$ cat src/rtl/intersection_scan_unit.sv
// Scans a stream of triangles against one latched ray and reports the nearest qualifying hit.
// Intersection results pass through a PIPE-deep register pipeline; tri_ready throttles the stream.
module intersection_scan_unit #(
  parameter int         MAX_TRIS = 64,
  parameter int         IDX_W    = $clog2(MAX_TRIS),
  parameter int         PIPE     = 2,
  parameter int         OF       = 0,
  parameter logic [1:0] HIT_CODE = 2'b01,
  parameter int         FIX_W    = 32
) (
  input  logic                    clk,
  input  logic                    rst,
  input  logic                    start,
  input  logic [3*FIX_W-1:0]      ray_in,
  input  logic [IDX_W:0]          tri_count,
  input  logic                    tri_valid,
  input  logic [5*FIX_W-1:0]      tri_data,
  output logic                    tri_ready,
  output logic                    busy,
  output logic                    done,
  output logic                    hit,
  output logic signed [FIX_W-1:0] hit_t,
  output logic [IDX_W-1:0]        hit_idx,
  output logic [1:0]              hit_code
);

  // ray_in packs {ox, oy, oz}; tri_data packs {x0, x1, y0, y1, z}; all signed fixed point.
  typedef logic signed [FIX_W-1:0] fixed_t;

  typedef struct packed {
    fixed_t ox;
    fixed_t oy;
    fixed_t oz;
  } ray_t;

  typedef struct packed {
    fixed_t x0;
    fixed_t x1;
    fixed_t y0;
    fixed_t y1;
    fixed_t z;
  } tri_t;

  typedef struct packed {
    fixed_t     t;
    logic [1:0] code;
  } res_t;

  typedef struct packed {
    logic             vld;
    logic [IDX_W-1:0] idx;
    fixed_t           t;
    logic [1:0]       code;
  } stage_t;

  localparam logic [1:0] S_IDLE  = 2'd0;
  localparam logic [1:0] S_SCAN  = 2'd1;
  localparam logic [1:0] S_DRAIN = 2'd2;
  localparam logic [1:0] S_DONE  = 2'd3;

  localparam logic [IDX_W:0] MAX_CNT = (IDX_W+1)'(MAX_TRIS);

  // Ray travels along +z; the triangle is its xy bounding rectangle at depth z.
  // Code 01: origin inside the rectangle, 10: outside, 00: degenerate rectangle.
  function automatic res_t functionIntersectionTest(input ray_t r, input tri_t tr, input int of);
    res_t res;
    res.t = tr.z - r.oz + fixed_t'(of);
    if (tr.x0 > tr.x1 || tr.y0 > tr.y1)
      res.code = 2'b00;
    else if (r.ox >= tr.x0 && r.ox <= tr.x1 && r.oy >= tr.y0 && r.oy <= tr.y1)
      res.code = 2'b01;
    else
      res.code = 2'b10;
    return res;
  endfunction

  logic [1:0]     state;
  ray_t           ray_q;
  logic [IDX_W:0] cnt_q;
  logic [IDX_W:0] acc_cnt;
  stage_t         pipe [PIPE];
  stage_t         out;
  res_t           res;
  logic           accept;
  logic           last_accept;
  logic           drain_end;
  logic           t_pos;
  logic           take;

  assign res         = functionIntersectionTest(ray_q, tri_t'(tri_data), OF);
  assign tri_ready   = (state == S_SCAN) && (acc_cnt < cnt_q);
  assign accept      = tri_valid && tri_ready;
  assign last_accept = accept && (acc_cnt == cnt_q - 1'b1);
  assign out         = pipe[PIPE-1];
  assign drain_end   = out.vld && ({1'b0, out.idx} == cnt_q - 1'b1);
  assign t_pos       = !out.t[FIX_W-1] && (out.t != '0);
  // Results arrive in index order, so a strict compare keeps the lowest index on ties.
  assign take        = out.vld && (out.code == HIT_CODE) && t_pos && (!hit || out.t < hit_t);
  assign busy        = (state != S_IDLE);
  assign done        = (state == S_DONE);

  always_ff @(posedge clk) begin
    if (rst) begin
      for (int i = 0; i < PIPE; i++) pipe[i] <= '0;
    end else begin
      pipe[0].vld  <= accept;
      pipe[0].idx  <= acc_cnt[IDX_W-1:0];
      pipe[0].t    <= res.t;
      pipe[0].code <= res.code;
      for (int i = 1; i < PIPE; i++) pipe[i] <= pipe[i-1];
    end
  end

  always_ff @(posedge clk) begin
    if (rst) begin
      state    <= S_IDLE;
      ray_q    <= '0;
      cnt_q    <= '0;
      acc_cnt  <= '0;
      hit      <= 1'b0;
      hit_t    <= '0;
      hit_idx  <= '0;
      hit_code <= 2'b00;
    end else begin
      case (state)
        S_IDLE: begin
          if (start) begin
            ray_q    <= ray_t'(ray_in);
            cnt_q    <= (tri_count > MAX_CNT) ? MAX_CNT : tri_count;
            acc_cnt  <= '0;
            hit      <= 1'b0;
            hit_t    <= '0;
            hit_idx  <= '0;
            hit_code <= 2'b00;
            state    <= (tri_count == '0) ? S_DONE : S_SCAN;
          end
        end
        S_SCAN: begin
          if (accept) acc_cnt <= acc_cnt + 1'b1;
          if (last_accept) state <= S_DRAIN;
        end
        S_DRAIN: begin
          if (drain_end) state <= S_DONE;
        end
        default: state <= S_IDLE;
      endcase

      if (take && (state == S_SCAN || state == S_DRAIN)) begin
        hit      <= 1'b1;
        hit_t    <= out.t;
        hit_idx  <= out.idx;
        hit_code <= out.code;
      end
    end
  end

endmodule

$ cat config.mk
export PLATFORM = sky130hd
export DESIGN_NAME = intersection_scan_unit
export DESIGN_NICKNAME = d
export VERILOG_FILES = /design/src/rtl/intersection_scan_unit.sv
export SDC_FILE = /design/constraint.sdc
export NUM_CORES = 1
export LEC_CHECK = 0
export CAP_MARGIN = 0
export CORE_MARGIN = 5
export CORE_UTILIZATION = 30
export CTS_CLUSTER_SIZE = 16
export DETAILED_ROUTE_END_ITERATION = 6
export GPL_TIMING_DRIVEN = 1
export PLACE_DENSITY = 0.49
export SYNTH_ARGS = -nofsm -noshare
export SYNTH_HDL_FRONTEND = slang
export SYNTH_SLANG_ARGS = --single-unit
export TNS_END_PERCENT = 50
$ cat constraint.sdc
create_clock -name clk -period 4.34 [get_ports clk]
set_input_delay 0.651 -clock clk [delete_from_list [all_inputs] [get_ports clk]]
set_output_delay 0.651 -clock clk [all_outputs]
set_load 0.01 [all_outputs]
==> qor.yml, run 1 <==
floorplan:
  rows: 83
  die_area_mm2: 0.0562
  start_util_pct: 30.2
  ios: 311
  die_w_um: 237
  core_area_mm2: 0.0512
  die_height_um: 237
clock_network:
  hold_buffers: 0
  clockBufferDepth: 3
  postCtsSetupRepairBufs: 0
  clock_latency_ns: 0.58
  cts_tree: "yes"
  cts_buffers: 29
  root_buffer: "clkbuf_16"
  postCtsResizedCells: 0
  clkSlewWorstSetupHoldPaths_ns: 0.06
  cts.sinks: 235
  cts_max_level: 1
placement:
  dpl.cell_count: 2807
  io_buffers: 310
  gp_congestion: 0.864
  placed_area_mm2: 0.0193
  dp_hpwl_um: 40900
finish:
  layout_commonest_cell: "clkdlybuf4s50_1"
  nNetsFinal: 2693
  drive_above_1_share_pct: 3.72
  nFillCells: 5221
  fin_cells: 2864
  syn_to_final_growth_pct: 31.5
  final_util_pct: 39.7
  finalInstanceArea_mm2: 0.0203
  final_cell_mix: "clkdlybuf4s50_1 (309), ha_1 (267), nand2_1 (251), dfxtp_1 (235), inv_1 (212)"
sta:
  hold_viol: 0
  setup_viol: 0
  skew_ns: 0.0146
  maxSlewViolCount: 0
  slew_headroom_pct: 40.9
  worstMarginPinSlew_ns: 0.887
  hold_ws_ns: 0.431
  fin_crit_ns: 3.38
  grt_setup_unrepaired: "no"
  final.setup.tns_ns: 0
  max_freq_mhz: 296
  fin_crit_sh_pct: 77.9
drt:
  drt_iter0_markers: 565
  dr_wl_met3_um: 2010
  ant_nets: 0
  wl_met1_um: 25100
  wl_met2_um: 23900
  wirelength_um: 51900
  drc: 0
  dr_total_vias: 14151
  top_layer: "met5"
  avgRoutedWirePerCell_um: 18.1
  viasPerCell: 4.94
  dr.pass1.iters: 5
yosys:
  synth-edff-count: 0
  postSynthCellCount: 1882
  ys.flop_type: "dfxtp_1"
  async_flop_share_pct: 0
  synth_nets: 2417
  synth_seq_area_share_pct: 30.4
  ys_seq_elements: 235
  synthDistinctLibCells: 72
  synth.avg_cell_area_um2: 8.22
  syn_area_mm2: 0.0155
  yosys_warnings: 0
worst_hold_path:
  min_from: "pipe[0][34]$_SDFF_PP0_"
  hold_class: "register to register"
  min_path_cells: 1
global_routing:
  grt_max_degree: 115
  grt_pass1_vias: 14436
  grt_use_total_pct: 17.9
  grt_pass1_wl_um: 82100
  antenna_found_initial: 8
  grt_remaining_overflow: 0
critical_path:
  crit-reg2reg-launch: "cnt_q[1]$_SDFFE_PP0P_"
  r2r.worst_path.cells: 11
  cp.arrival_ns: 2.73
  crit_required_ns: 3.69
  endpoint_kind: "output port"
  cp-start-kind: "register"
  cp_max_fo: 3
  worstSetupPathType: "register to output port"
  crit_start: "cnt_q[1]$_SDFFE_PP0P_"
flow_run:
  drv_cap: 0
power:
  p_leak_nw: 8.85
  cellPowerDensity_mw_per_mm2: 401
  peakVddDrop_mv: 0.252
status:
  status: "finished, final reports clean"
-- cell usage after synthesis, types with 10 or more instances --
library cell	count	area (µm²)
a211oi_1	16	120
a21o_1	57	428
a21oi_1	186	931
buf_1	12	45.0
clkbuf_1	62	233
dfxtp_1	235	4700
ha_1	267	3340
inv_1	213	800
mux2i_1	13	130
nand2_1	252	946
nand3_1	36	180
nand4_1	53	332
nor2_1	75	282
nor2b_1	63	394
nor3_1	23	115
nor4_1	19	119
o2111ai_1	31	272
o211ai_1	10	75.1
o21a_1	16	120
o21ai_0	44	220
o41ai_1	31	272
xnor2_1	29	254
xor2_1	17	149
-- final cells by class --
| class | count | area [µm²] | area share, % |
|---|---|---|---|
| Inverter | 214 | 803 | 3.95 |
| Tap cell | 680 | 851 | 4.19 |
| Sequential cell | 235 | 4700 | 23.1 |
| Antenna cell | 4 | 10.0 | 0.0492 |
| Multi-Input combinational cell | 1358 | 9690 | 47.7 |
| Clock inverter | 13 | 214 | 1.05 |
| Clock buffer | 40 | 837 | 4.12 |
| Timing Repair Buffer | 320 | 3220 | 15.8 |
-- power breakdown --
part | leakage, nW | internal (W) | switching [W]
combinational | 6.41 | 0.00121 | 0.00161
sequential | 1.92 | 0.00246 | 0.000231
clock | 0.513 | 0.00165 | 0.00100
-- flip-flops by register name (all words and copies together) (netlist names) --
signal and count:
state 2, hit_code 2, pipe 82, cnt_q 7, hit_t 32, hit_idx 6, hit 1, acc_cnt 7
ray_q 96
-- routing by layer --
metal / GRT usage [%] / up-vias
met2: 30.0 / 223
met1: 24.7 / 6656
li1: - / 7209
met5: 0 / -
met4: 3.97 / 8
met3: 2.52 / 55
-- cells by family after synthesis --
family / after synthesis / share of synthesized area, %
simple gates: 582 / 18.3
fa+ha+maj: 268 / 21.7
mux: 13 / 0.842
buf+inv: 289 / 7.02
compound gates: 446 / 18.7
xor+xnor: 49 / 2.99
flops: 235 / 30.4
-- metrics by stage --
| step | total power [W] | setup WS, ns |
|---|---|---|
| after global routing | 0.00874 | 0.812 |
| after global placement | 0.00554 | 0.567 |
| after CTS | 0.00829 | 0.922 |
| after detailed placement | 0.00558 | 0.620 |
| after floorplan | 0.00454 | 1.48 |
| final | 0.00815 | 0.961 |
-- worst paths after layout --
check | end | slack [ns]
max | tri_ready | 0.96
min | pipe[0][75]$_SDFF_PP0_ | 0.43
max reg2reg | state[1]$_SDFFE_PP0P_ | 1.42
min reg2reg | pipe[0][75]$_SDFF_PP0_ | 0.43
-- critical path, stage by stage, from the launching register on --
cell	delay [ns]
dfxtp_1	0.41
inv_1	0.09
ha_1	0.29
nor2b_1	0.13
o21a_1	0.16
o211ai_1	0.19
a32o_1	0.24
clkdlybuf4s50_1	0.64
(Power assumes the default switching activity.)
==> run 2, diff against run 1 <==
==> constraint.sdc (replaced) <==
create_clock -name clk -period 3.2 [get_ports clk]
set_input_delay 0.48 -clock clk [delete_from_list [all_inputs] [get_ports clk]]
set_output_delay 0.48 -clock clk [all_outputs]
set_load 0.01 [all_outputs]
==> run 2 against run 1 <==
  * Highest routed layer unchanged
  * Power up 38%
  * Clock-buffer cell count down 1
  * Critical path type is now register to register
  * Critical endpoint is now state[0]$_SDFFE_PP0P_
  * Worst setup slack worse by 0.66 ns
  * Cell area up 2.4%
==> qor.yml, run 2 (synthesis results as in run 1) <==
drt:
  wirelength_um: 52600  # +1.3%
  dr.pass1.iters: 4  # -1
  viasPerCell: 4.91  # -0.60%
  avgRoutedWirePerCell_um: 17.9  # -0.98%
  drt_iter0_markers: 603  # +6.7%
  ant_nets: 0  # unchanged
  dr_total_vias: 14385  # +1.7%
  drc: 0  # unchanged
critical_path:
  worstSetupPathType: "register to register"
  crit_required_ns: 3.64  # -0.05 ns
  cp.arrival_ns: 3.34  # +0.61 ns
  endpoint_kind: "register"
  cp_max_fo: 3  # unchanged
  cp-start-kind: "register"
global_routing:
  antenna_found_initial: 11  # +3
  grt_remaining_overflow: 0  # unchanged
  grt_use_total_pct: 18.1  # +0.16 points
  grt_pass1_vias: 14881  # +3.1%
  grt_pass1_wl_um: 82500  # +0.53%
  grt_max_degree: 85  # -26%
sta:
  hold_viol: 0  # unchanged
  skew_ns: 0.0149  # +0.000244 ns
  max_freq_mhz: 345
  maxSlewViolCount: 0  # unchanged
  hold_ws_ns: 0.406  # -0.0251 ns
  slew_headroom_pct: 53.4  # +13 points
  fin_crit_ns: 2.90
  setup_viol: 0  # unchanged
  fin_crit_sh_pct: 90.5
  worstMarginPinSlew_ns: 0.699  # -0.188 ns
  grt_setup_unrepaired: "no"
status:
  status: "finished, final reports clean"
power:
  cellPowerDensity_mw_per_mm2: 541  # +35%
  total_power_w: 0.0113  # +38%
  p_leak_nw: 9.17  # +3.6%
  peakVddDrop_mv: 0.422  # +68%
floorplan:
  die_w_um: 237  # unchanged
  core_area_mm2: 0.0512  # unchanged
  start_util_pct: 30.2  # unchanged
  die_area_mm2: 0.0562  # unchanged
  rows: 83  # unchanged
  die_height_um: 237  # unchanged
  ios: 311  # unchanged
finish:
  syn_to_final_growth_pct: 34.7
  nNetsFinal: 2759  # +2.5%
  finalInstanceArea_mm2: 0.0208  # +2.4%
  reg_top3: "ray_q (96), pipe (82), hit_t (32)"
  nFillCells: 5175  # -0.88%
  layout_commonest_cell: "clkdlybuf4s50_1"
  final_cell_mix: "clkdlybuf4s50_1 (308), ha_1 (267), nand2_1 (251), dfxtp_1 (235), inv_1 (213)"
  largest_register: "ray_q"
  final_util_pct: 40.7  # +0.96 points
  largest_reg_flops: 96  # unchanged
  drive_above_1_share_pct: 6.51  # +2.8 points
clock_network:
  cts_tree: "yes"
  root_buffer: "clkbuf_16"
  hold_buffers: 0  # unchanged
  cts_buffers: 30  # +3.4%
  cts_max_level: 1  # unchanged
  clkSlewWorstSetupHoldPaths_ns: 0.06  # about the same
  postCtsResizedCells: 1  # +1
  cts.sinks: 235  # unchanged
  clock_latency_ns: 0.57  # about the same
  clockBufferDepth: 3  # unchanged
  postCtsSetupRepairBufs: 0  # unchanged
placement:
  dp_hpwl_um: 42600  # +4.3%
  io_buffers: 310  # unchanged
  placed_area_mm2: 0.0198  # +2.6%
  gp_congestion: 0.873  # +1.1%
worst_hold_path:
  hold_class: "input port to register"
flow_run:
  drv_cap: 0  # unchanged
run 2: path summary, 6_finish.rpt:
path                           from                     end  slack [ns]  cells after the start
max           cnt_q[1]$_SDFFE_PP0P_   state[0]$_SDFFE_PP0P_        0.30                     11
min                             rst  pipe[0][12]$_SDFF_PP0_        0.41                      2
max reg2reg   cnt_q[1]$_SDFFE_PP0P_   state[0]$_SDFFE_PP0P_        0.30                     11
min reg2reg  pipe[0][35]$_SDFF_PP0_  pipe[0][76]$_SDFF_PP0_        0.43                      1
run 2: metrics by stage:
step	setup slack [ns]	std cells	TNS, ns
finish	0.304	2929	0
global route	0.107	2929	0
CTS	0.249	2924	0
detailed placement	-0.217	2872	-1.06
global placement	-0.200	2872	-0.632
floorplan	0.483	1882	0
run 2: final cells by class:
cell class | instances | area, µm² | area share, %
Multi-Input combinational cell | 1358 | 9690 | 46.6
Antenna cell | 5 | 12.5 | 0.0601
Inverter | 214 | 803 | 3.86
Clock buffer | 39 | 856 | 4.11
Tap cell | 680 | 851 | 4.09
Timing Repair Buffer | 385 | 3720 | 17.8
Sequential cell | 235 | 4700 | 22.6
Clock inverter | 13 | 185 | 0.889
run 2: critical path: stages (launching register included):
cell      delay [ns]
dfxtp_1         0.40
inv_1           0.09
ha_1            0.28
nor2b_1         0.12
o21a_1          0.17
o211ai_1        0.15
a32o_1          0.25
nand2_1         0.11
or4_4           0.56
a221oi_4        0.35
mux2i_1         0.24
nor2_1          0.05
run 2: routing by layer:
metal / track usage, % / wire length, µm / share of wire [%]
met1: 24.1 / 24700 / 47
met2: 30.1 / 24000 / 46
met3: 3.00 / 2200 / 4.2
met4: 5.49 / 1590 / 3.0
met5: 0 / 76 / 0.14
run 2: where the power goes:
part / total, W / switching, W / internal (W)
combinational: 0.00408 / 0.00224 / 0.00183
clock: 0.00355 / 0.00135 / 0.00219
sequential: 0.00364 / 0.000307 / 0.00333
